[config.mk]
export PLATFORM = sky130hd
export DESIGN_NAME = semaforo_ctrl
export DESIGN_NICKNAME = d
export VERILOG_FILES = /design/src/rtl/semaforo_ctrl.sv
export SDC_FILE = /design/constraint.sdc
export NUM_CORES = 1
export LEC_CHECK = 0
export CAP_MARGIN = 25
export CORE_MARGIN = 2
export CORE_UTILIZATION = 57
export DETAILED_ROUTE_END_ITERATION = 8
export GPL_TIMING_DRIVEN = 0
export PLACE_DENSITY = 0.79
export SYNTH_ARGS = -nofsm -noshare
export SYNTH_HDL_FRONTEND = slang
export SYNTH_SLANG_ARGS = --single-unit
[constraint.sdc]
create_clock -name clk -period 2.75 [get_ports clk]
set_input_delay 0.275 -clock clk [delete_from_list [all_inputs] [get_ports clk]]
set_output_delay 0.275 -clock clk [all_outputs]
set_load 0.03 [all_outputs]
[src/rtl/semaforo_ctrl.sv]
// semaforo_ctrl: four-approach traffic-light controller.
//
// Moore FSM with a 1 s prescaler, per-phase countdown timer, pedestrian
// green truncation and a flashing-amber night mode. The 12-bit semaforos bus
// drives the board lamps and is probed by the debug core.
//
// Ports
//   clk        system clock, rising edge
//   rst        synchronous active-high reset
//   night_i    night mode level, acted on only on a tick
//   ped_req_i  pedestrian request pulse (>=1 clk), latched internally
//   semaforos  lamp bus: [11:9]=N [8:6]=S [5:3]=E [2:0]=W, each {R,Y,G}
//   state_o    current FSM state encoding
//   tick_o     one-clock 1 s tick strobe
module semaforo_ctrl #(
    parameter int TICK_DIV  = 27_000_000,
    parameter int T_GREEN   = 10,
    parameter int T_YELLOW  = 3,
    parameter int T_ALLRED  = 1,
    parameter int T_PED_MIN = 2
) (
    input  logic        clk,
    input  logic        rst,
    input  logic        night_i,
    input  logic        ped_req_i,
    output logic [11:0] semaforos,
    output logic [2:0]  state_o,
    output logic        tick_o
);

    typedef enum logic [2:0] {
        ST_NS_G  = 3'd0,
        ST_NS_Y  = 3'd1,
        ST_AR_NS = 3'd2,
        ST_EW_G  = 3'd3,
        ST_EW_Y  = 3'd4,
        ST_AR_EW = 3'd5,
        ST_NIGHT = 3'd6,
        ST_BAD   = 3'd7
    } state_t;

    localparam int            PW          = (TICK_DIV > 1) ? $clog2(TICK_DIV) : 1;
    localparam logic [PW-1:0] PCNT_LAST   = PW'(TICK_DIV - 1);
    localparam logic [7:0]    SECS_PED    = 8'(T_PED_MIN - 1);
    localparam logic [7:0]    SECS_ALLRED = 8'(T_ALLRED - 1);

    // Timer load value (duration-1) for the phase being entered.
    function automatic logic [7:0] phase_secs(input state_t s);
        case (s)
            ST_NS_G, ST_EW_G: phase_secs = 8'(T_GREEN - 1);
            ST_NS_Y, ST_EW_Y: phase_secs = 8'(T_YELLOW - 1);
            default:          phase_secs = SECS_ALLRED;
        endcase
    endfunction

    function automatic state_t next_phase(input state_t s);
        case (s)
            ST_AR_EW: next_phase = ST_NS_G;
            ST_NS_G:  next_phase = ST_NS_Y;
            ST_NS_Y:  next_phase = ST_AR_NS;
            ST_AR_NS: next_phase = ST_EW_G;
            ST_EW_G:  next_phase = ST_EW_Y;
            default:  next_phase = ST_AR_EW;
        endcase
    endfunction

    logic [PW-1:0] pcnt;
    logic          tick;
    state_t        state, state_nxt;
    logic [7:0]    secs, secs_nxt;
    logic          ped_lat, ped_nxt;
    logic          blink, blink_nxt;
    logic          is_green;
    logic          ped_eff;

    // Prescaler: free-running 0..TICK_DIV-1
    assign tick = (pcnt == PCNT_LAST);

    always_ff @(posedge clk) begin
        if (rst || tick) begin
            pcnt <= '0;
        end else begin
            pcnt <= pcnt + PW'(1);
        end
    end

    // State register
    always_ff @(posedge clk) begin
        if (rst) begin
            state   <= ST_AR_EW;
            secs    <= SECS_ALLRED;
            ped_lat <= 1'b0;
            blink   <= 1'b1;
        end else begin
            state   <= state_nxt;
            secs    <= secs_nxt;
            ped_lat <= ped_nxt;
            blink   <= blink_nxt;
        end
    end

    // Next-state logic
    assign is_green = (state == ST_NS_G) || (state == ST_EW_G);
    // A request arriving this very cycle counts, so a request coincident
    // with a tick truncates instead of letting the tick decrement first.
    assign ped_eff  = ped_lat || ped_req_i;

    always_comb begin
        state_nxt = state;
        secs_nxt  = secs;
        ped_nxt   = ped_lat;
        blink_nxt = blink;
        if (state == ST_BAD) begin
            state_nxt = ST_AR_EW;
            secs_nxt  = SECS_ALLRED;
            ped_nxt   = ped_eff;
        end else if (state == ST_NIGHT) begin
            ped_nxt = 1'b0;
            if (tick) begin
                if (night_i) begin
                    blink_nxt = ~blink;
                end else begin
                    state_nxt = ST_AR_EW;
                    secs_nxt  = SECS_ALLRED;
                    blink_nxt = 1'b1;
                end
            end
        end else if (tick && night_i) begin
            state_nxt = ST_NIGHT;
            blink_nxt = 1'b1;
            ped_nxt   = 1'b0;
        end else begin
            ped_nxt = ped_eff;
            if (tick && (secs == 8'd0)) begin
                state_nxt = next_phase(state);
                secs_nxt  = phase_secs(next_phase(state));
            end else if (is_green && ped_eff && (secs > SECS_PED)) begin
                secs_nxt = SECS_PED;
            end else if (tick) begin
                secs_nxt = secs - 8'd1;
            end
            // A green consumes any pending request, truncating or not.
            if (is_green && ped_eff) begin
                ped_nxt = 1'b0;
            end
        end
    end

    // Output decode
    always_comb begin
        case (state)
            ST_NS_G:  semaforos = 12'h264;
            ST_NS_Y:  semaforos = 12'h4A4;
            ST_EW_G:  semaforos = 12'h909;
            ST_EW_Y:  semaforos = 12'h912;
            ST_NIGHT: semaforos = blink ? 12'h492 : 12'h000;
            default:  semaforos = 12'h924;
        endcase
    end

    assign state_o = state;
    assign tick_o  = tick;

endmodule

## After elaboration in Yosys (flattened, before gate mapping)

Cells that the tools add are included.

- Bits in writable memories: 0
- ROM bits: 0
- Flip-flop bits (word level): 38
- Memories kept: 0
- Latch bits: 0
- Output and inout port bits: 16

- $mul: 0
- Shift operators: 0
- Div/mod/pow operators: 0
- Order comparisons: 1
- $add $sub $neg: 2
- Multiplexer cells: 27
- Bitwise logic cells: 2
- Equal/unequal tests: 14
- Reduce and logical (&&, ||, !) cells: 19

Operators by type and width:

| kind | number |
|---|---|
| $pmux W12 S5 | 1 |
| $mux W8 | 7 |
| $add A25 B1 Y25 const B | 1 |
| $eq A25 B25 Y1 const B | 1 |
| $mux W3 | 8 |
| $eq A3 B3 Y1 const B | 5 |
| $pmux W3 S5 | 1 |
| $mux W11 | 1 |
| $eq A3 B2 Y1 const B | 3 |
| $gt A8 B1 Y1 const B | 1 |
| $logic_not A8 Y1 | 1 |
| $mux W1 | 8 |
| $pmux W4 S2 | 1 |
| $sub A8 B1 Y8 const B | 1 |
| $eq A3 B1 Y1 const B | 2 |
| $logic_not A3 Y1 | 2 |
| $ne A2 B2 Y1 const B | 3 |
| $reduce_and A3 Y1 | 2 |
| $reduce_or A2 Y1 | 3 |
| $logic_and A1 B1 Y1 | 4 |
| $reduce_and A4 Y1 | 1 |
| $reduce_bool A4 Y1 | 1 |
| $logic_or A1 B1 Y1 | 3 |
| $reduce_bool A3 Y1 | 1 |
| 2 further kinds | 3 |

## Longest topological paths before layout

- Word-level depth: 12
- Mapped depth: 8
- Mapped depth without buffers: 7

## Least setup slack after synthesis

OpenSTA, ideal clock, no wires.

- Path type: register to output
- Start: register state[2] (netlist: state_o[2])
- End: output semaforos[5]
- Arrival time: 2.138 ns
- Cell stages (with the launch flop): 6
- Data required time: 2.475 ns
- Slack: 0.337 ns
- Path buffers: 3
- Cell sequence: dfxtp_1 -> clkbuf_1 -> clkbuf_1 -> nor2_1 -> a21oi_1 -> buf_4

- Longest elaborated chain between the ends: 2
- Elaborated cells between the ends (all ways): 6
- Classes of those cells: 4 x eq/ne; 1 x mux; 1 x reduce/logical

Ends and longest elaborated chain:

| what | RTL line | source |
|---|---|---|
| start: declaration | 69 | `state_t state, state_nxt;` |
| start signal: assignment | 95 | `state <= state_nxt;` |
| $eq A3 B3 Y1, or another cell as far along | 151 | `case (state)` |
| $pmux W12 S5 * | 151 |  |
| end: declaration | 26 | `output logic [11:0] semaforos,` |

Mark *: on every way between the ends. The rest lies on a longest branch, timed or not.

## Worst setup path after layout

Same ends and word-level chain as after synthesis.

==> impl_metrics.tcl <==
set metrics [dict create \
    status "complete, no violations" \
    cts_tree "built" \
    cp-endpoint "semaforos[5]" \
    fin_nets 287 \
    p_leak_nw 0.9589 \
    clock_latency_ns 0.29 \
    synth_cells 254 \
    gr-usage-met1 0.2621 \
    synth_top_flop_cell "dfxtp_1" \
    port-buffer-count 18 \
    synth_cell_type_count 47 \
    totalWireLength_um 4038 \
    synth_warnings 0 \
    stdcell_count 328 \
    grt_max_degree 12 \
    top_level_ports 20 \
    grt_first_pass_wirelength_um 6969 \
    drc 0 \
    hold_path.class "input port to register" \
    synth_top_cell_area_share 0.3617 \
    critPathMaxStageDelay_ns 0.66 \
    setup_viol 0 \
    gr-usage-met3 0.04688 \
    cp-end-kind "primary output" \
    die_w_um 64.75 \
    dpl-instance-area_mm2 0.002344 \
    vias 1839 \
    synth.avg_cell_area_um2 8.281 \
    detail-route-antenna-nets 0 \
    cap_violations 0 \
    crit_path_start "state_o[2]$_SDFFE_PP1P_" \
    hpwl_um 2927 \
    fin_tns_setup_ns 0 \
    crit_required_ns 2.48 \
    synth_largest_area_cell "dfxtp_1" \
    overflow 0 \
    maxSlewHeadroom 0.5764 \
    wl_per_cell_um 12.31 \
    synthToLayoutAreaGrowth_pct 16.54 \
    crit_cells 6 \
    diodes 0 \
    gr-max-usage-layer "met2" \
    dp.cells 320 \
    hold_start "night_i" \
    rrSetupSlack_ns 0.48 \
    clk_path_buf_depth 2 \
    drive_gt1_frac 0.1000 \
    worst_pin_slew_ns 0.6287 \
    initial_core_util 0.5833 \
    grt_antenna_before_repair 0 \
    cellPowerDensity_mw_per_mm2 426.8 \
    use_met2 0.3634 \
    synth_area_mm2 0.002103 \
    p_total_mw 1.046 \
    fin_crit_sh 0.9306 \
    rr_worst_depth 7 \
    rsz0062_at_grt "false" \
    fin_util 0.6797 \
    cp_max_fo 10 \
    r2r-end "secs[6]$_SDFFE_PP0P_" \
    fin_ws_ns 0.1909 \
    period_minus_slack_ns 2.559 \
    via_per_inst 5.607 \
    detailedPlace.worstSlack_ns 0.3960 \
    htree_levels 2 \
    ys_seq_elements 38 \
    vdd_drop_max_mv 0.5448 \
    clkTransAtPathRegs_ns 0.07 \
    skew_ns 0.01068 \
    final_hold_viol_count 0 \
    cp-start-kind "register" \
    grt_pass1_vias 1661 \
    dieArea_mm2 0.004192 \
    path_class "register to primary output" \
    cts_buffers 5 \
    grt_usage 0.2105 \
    cp_cell_sequence "clkbuf_1, clkbuf_2, nor2_1, a21oi_1, buf_4, clkdlybuf4s50_1" \
    regToRegStartpoint "pcnt[14]$_SDFF_PP0_" \
    yosysSeqAreaShare 0.3617 \
    synth_nets 262 \
    whs_ns 0.3791 \
    yosys-top-cells-area "dfxtp_1 (36%), nor2_1 (6.8%), xnor2_1 (5.0%)" \
    slew_violations 0 \
    coreArea_mm2 0.003606 \
    drtIter0Drc 109 \
    critPathArrivalTime_ns 2.28 \
    max_freq_mhz 390.8 \
    critPathTopFamily "buffers and inverters" \
    cts_root_buffer "clkbuf_8" \
    cts_sinks 38 \
    critPathBufInv 4 \
    synth_async_sr_flop_share 0 \
    drtPass1Iterations 4 \
    slowest_stage "clkdlybuf4s50_1" \
    synth_edf_count 0 \
    fp-row-count 22 \
    stdcell_area_mm2 0.002451 \
    hold_buffers 0 \
    die_h_um 64.75 \
    gp_congestion 0.8195 \
]
-- sequential cells by signal, summed over array words and instances, names as in the netlist --
signal / count
state_o: 3
blink: 1
pcnt: 25
ped_lat: 1
secs: 8
-- cells by family (layout without fill, tap and decap cells) --
group / Yosys count / in the layout / share of synthesized area
xor+xnor: 23 / 23 / 0.09577
buf+inv: 25 / 51 / 0.06365
mux: 3 / 3 / 0.01666
flops: 38 / 38 / 0.3617
fa+ha+maj: 4 / 4 / 0.02380
simple gates: 121 / 121 / 0.3087
compound gates: 40 / 40 / 0.1297
-- power by group --
part           internal, mW  switching, mW
Combinational        0.0121         0.0165
Sequential            0.555        0.00393
Clock                 0.271          0.188
Total                 0.838          0.208
-- area by class of cell --
class / count / area [um2]
plain buffers: 15 / 97.59
multi-input cells: 191 / 1209
inverters: 10 / 37.54
flip-flops and latches: 38 / 760.7
clock buffers: 7 / 76.32
repair buffers: 18 / 180.2
well taps: 48 / 60.06
clock inverters: 1 / 30.03
fillers: 309 / 1155
-- cell usage after synthesis (all sizes together) (2+ instances only) --
master and instances:
o211ai 3, xor2 11, o31ai 4, nor4 3, or4 2, or3 4
a21oi 14, dfxtp 38, xnor2 12, nand3 11, clkbuf 4, a21boi 3
nor2 38, a31oi 2, buf 11, inv 10, nand4 6, mux2i 2
nand2 21, nor3 10, ha 4, and2 2, nand2b 6, and3 7
and4 4, o21bai 2, o21ai 6, a211oi 2, nor2b 2
-- worst reg2reg max path: stages, from the launching register on --
cell and delay (ns):
dfxtp_1 0.37, and3_1 0.19, nand3_1 0.31, nor3_4 0.32, buf_4 0.22, a21boi_0 0.09
o21ai_0 0.53, a21oi_1 0.10
-- layout by cell type (no fill, tap or decap), types with 4 or more instances in the layout --
cell type and count:
and4_1 4, a21oi_1 14, buf_4 8, nand3_1 11
clkbuf_8 5, inv_1 10, clkdlybuf4s50_1 18, nor2_1 38
o31ai_1 4, xor2_1 11, clkbuf_1 5, nand4_1 6
nor3_1 8, and3_1 7, o21ai_0 6, ha_1 4
nand2b_1 6, xnor2_1 12, dfxtp_1 38, nand2_1 21
or3_1 4
-- metal layers --
layer / up-vias / part of all wire
met5: - / 0
met3: 8 / 0.045
met4: 0 / 0.0089
met2: 49 / 0.49
met1: 861 / 0.46
li1: 921 / -
-- timing repair --
item | 4_1_cts | 5_1_grt
buffers inserted | 0 | 0
resized for setup | 0 | 2
endpoints found under the setup margin | 0 | 3
-- worst min path at each step --
stage	endpoint	cells past startpoint	slack (ns)
finish	ped_lat$_SDFF_PP0_	4	0.38
global route	ped_lat$_SDFF_PP0_	4	0.41
CTS	ped_lat$_SDFF_PP0_	4	0.37
detailed placement	pcnt[0]$_SDFF_PP0_	1	0.45
global placement	pcnt[0]$_SDFF_PP0_	1	0.43
floorplan	pcnt[2]$_SDFF_PP0_	1	0.35
Note: power is estimated with default switching activity, not from simulation.
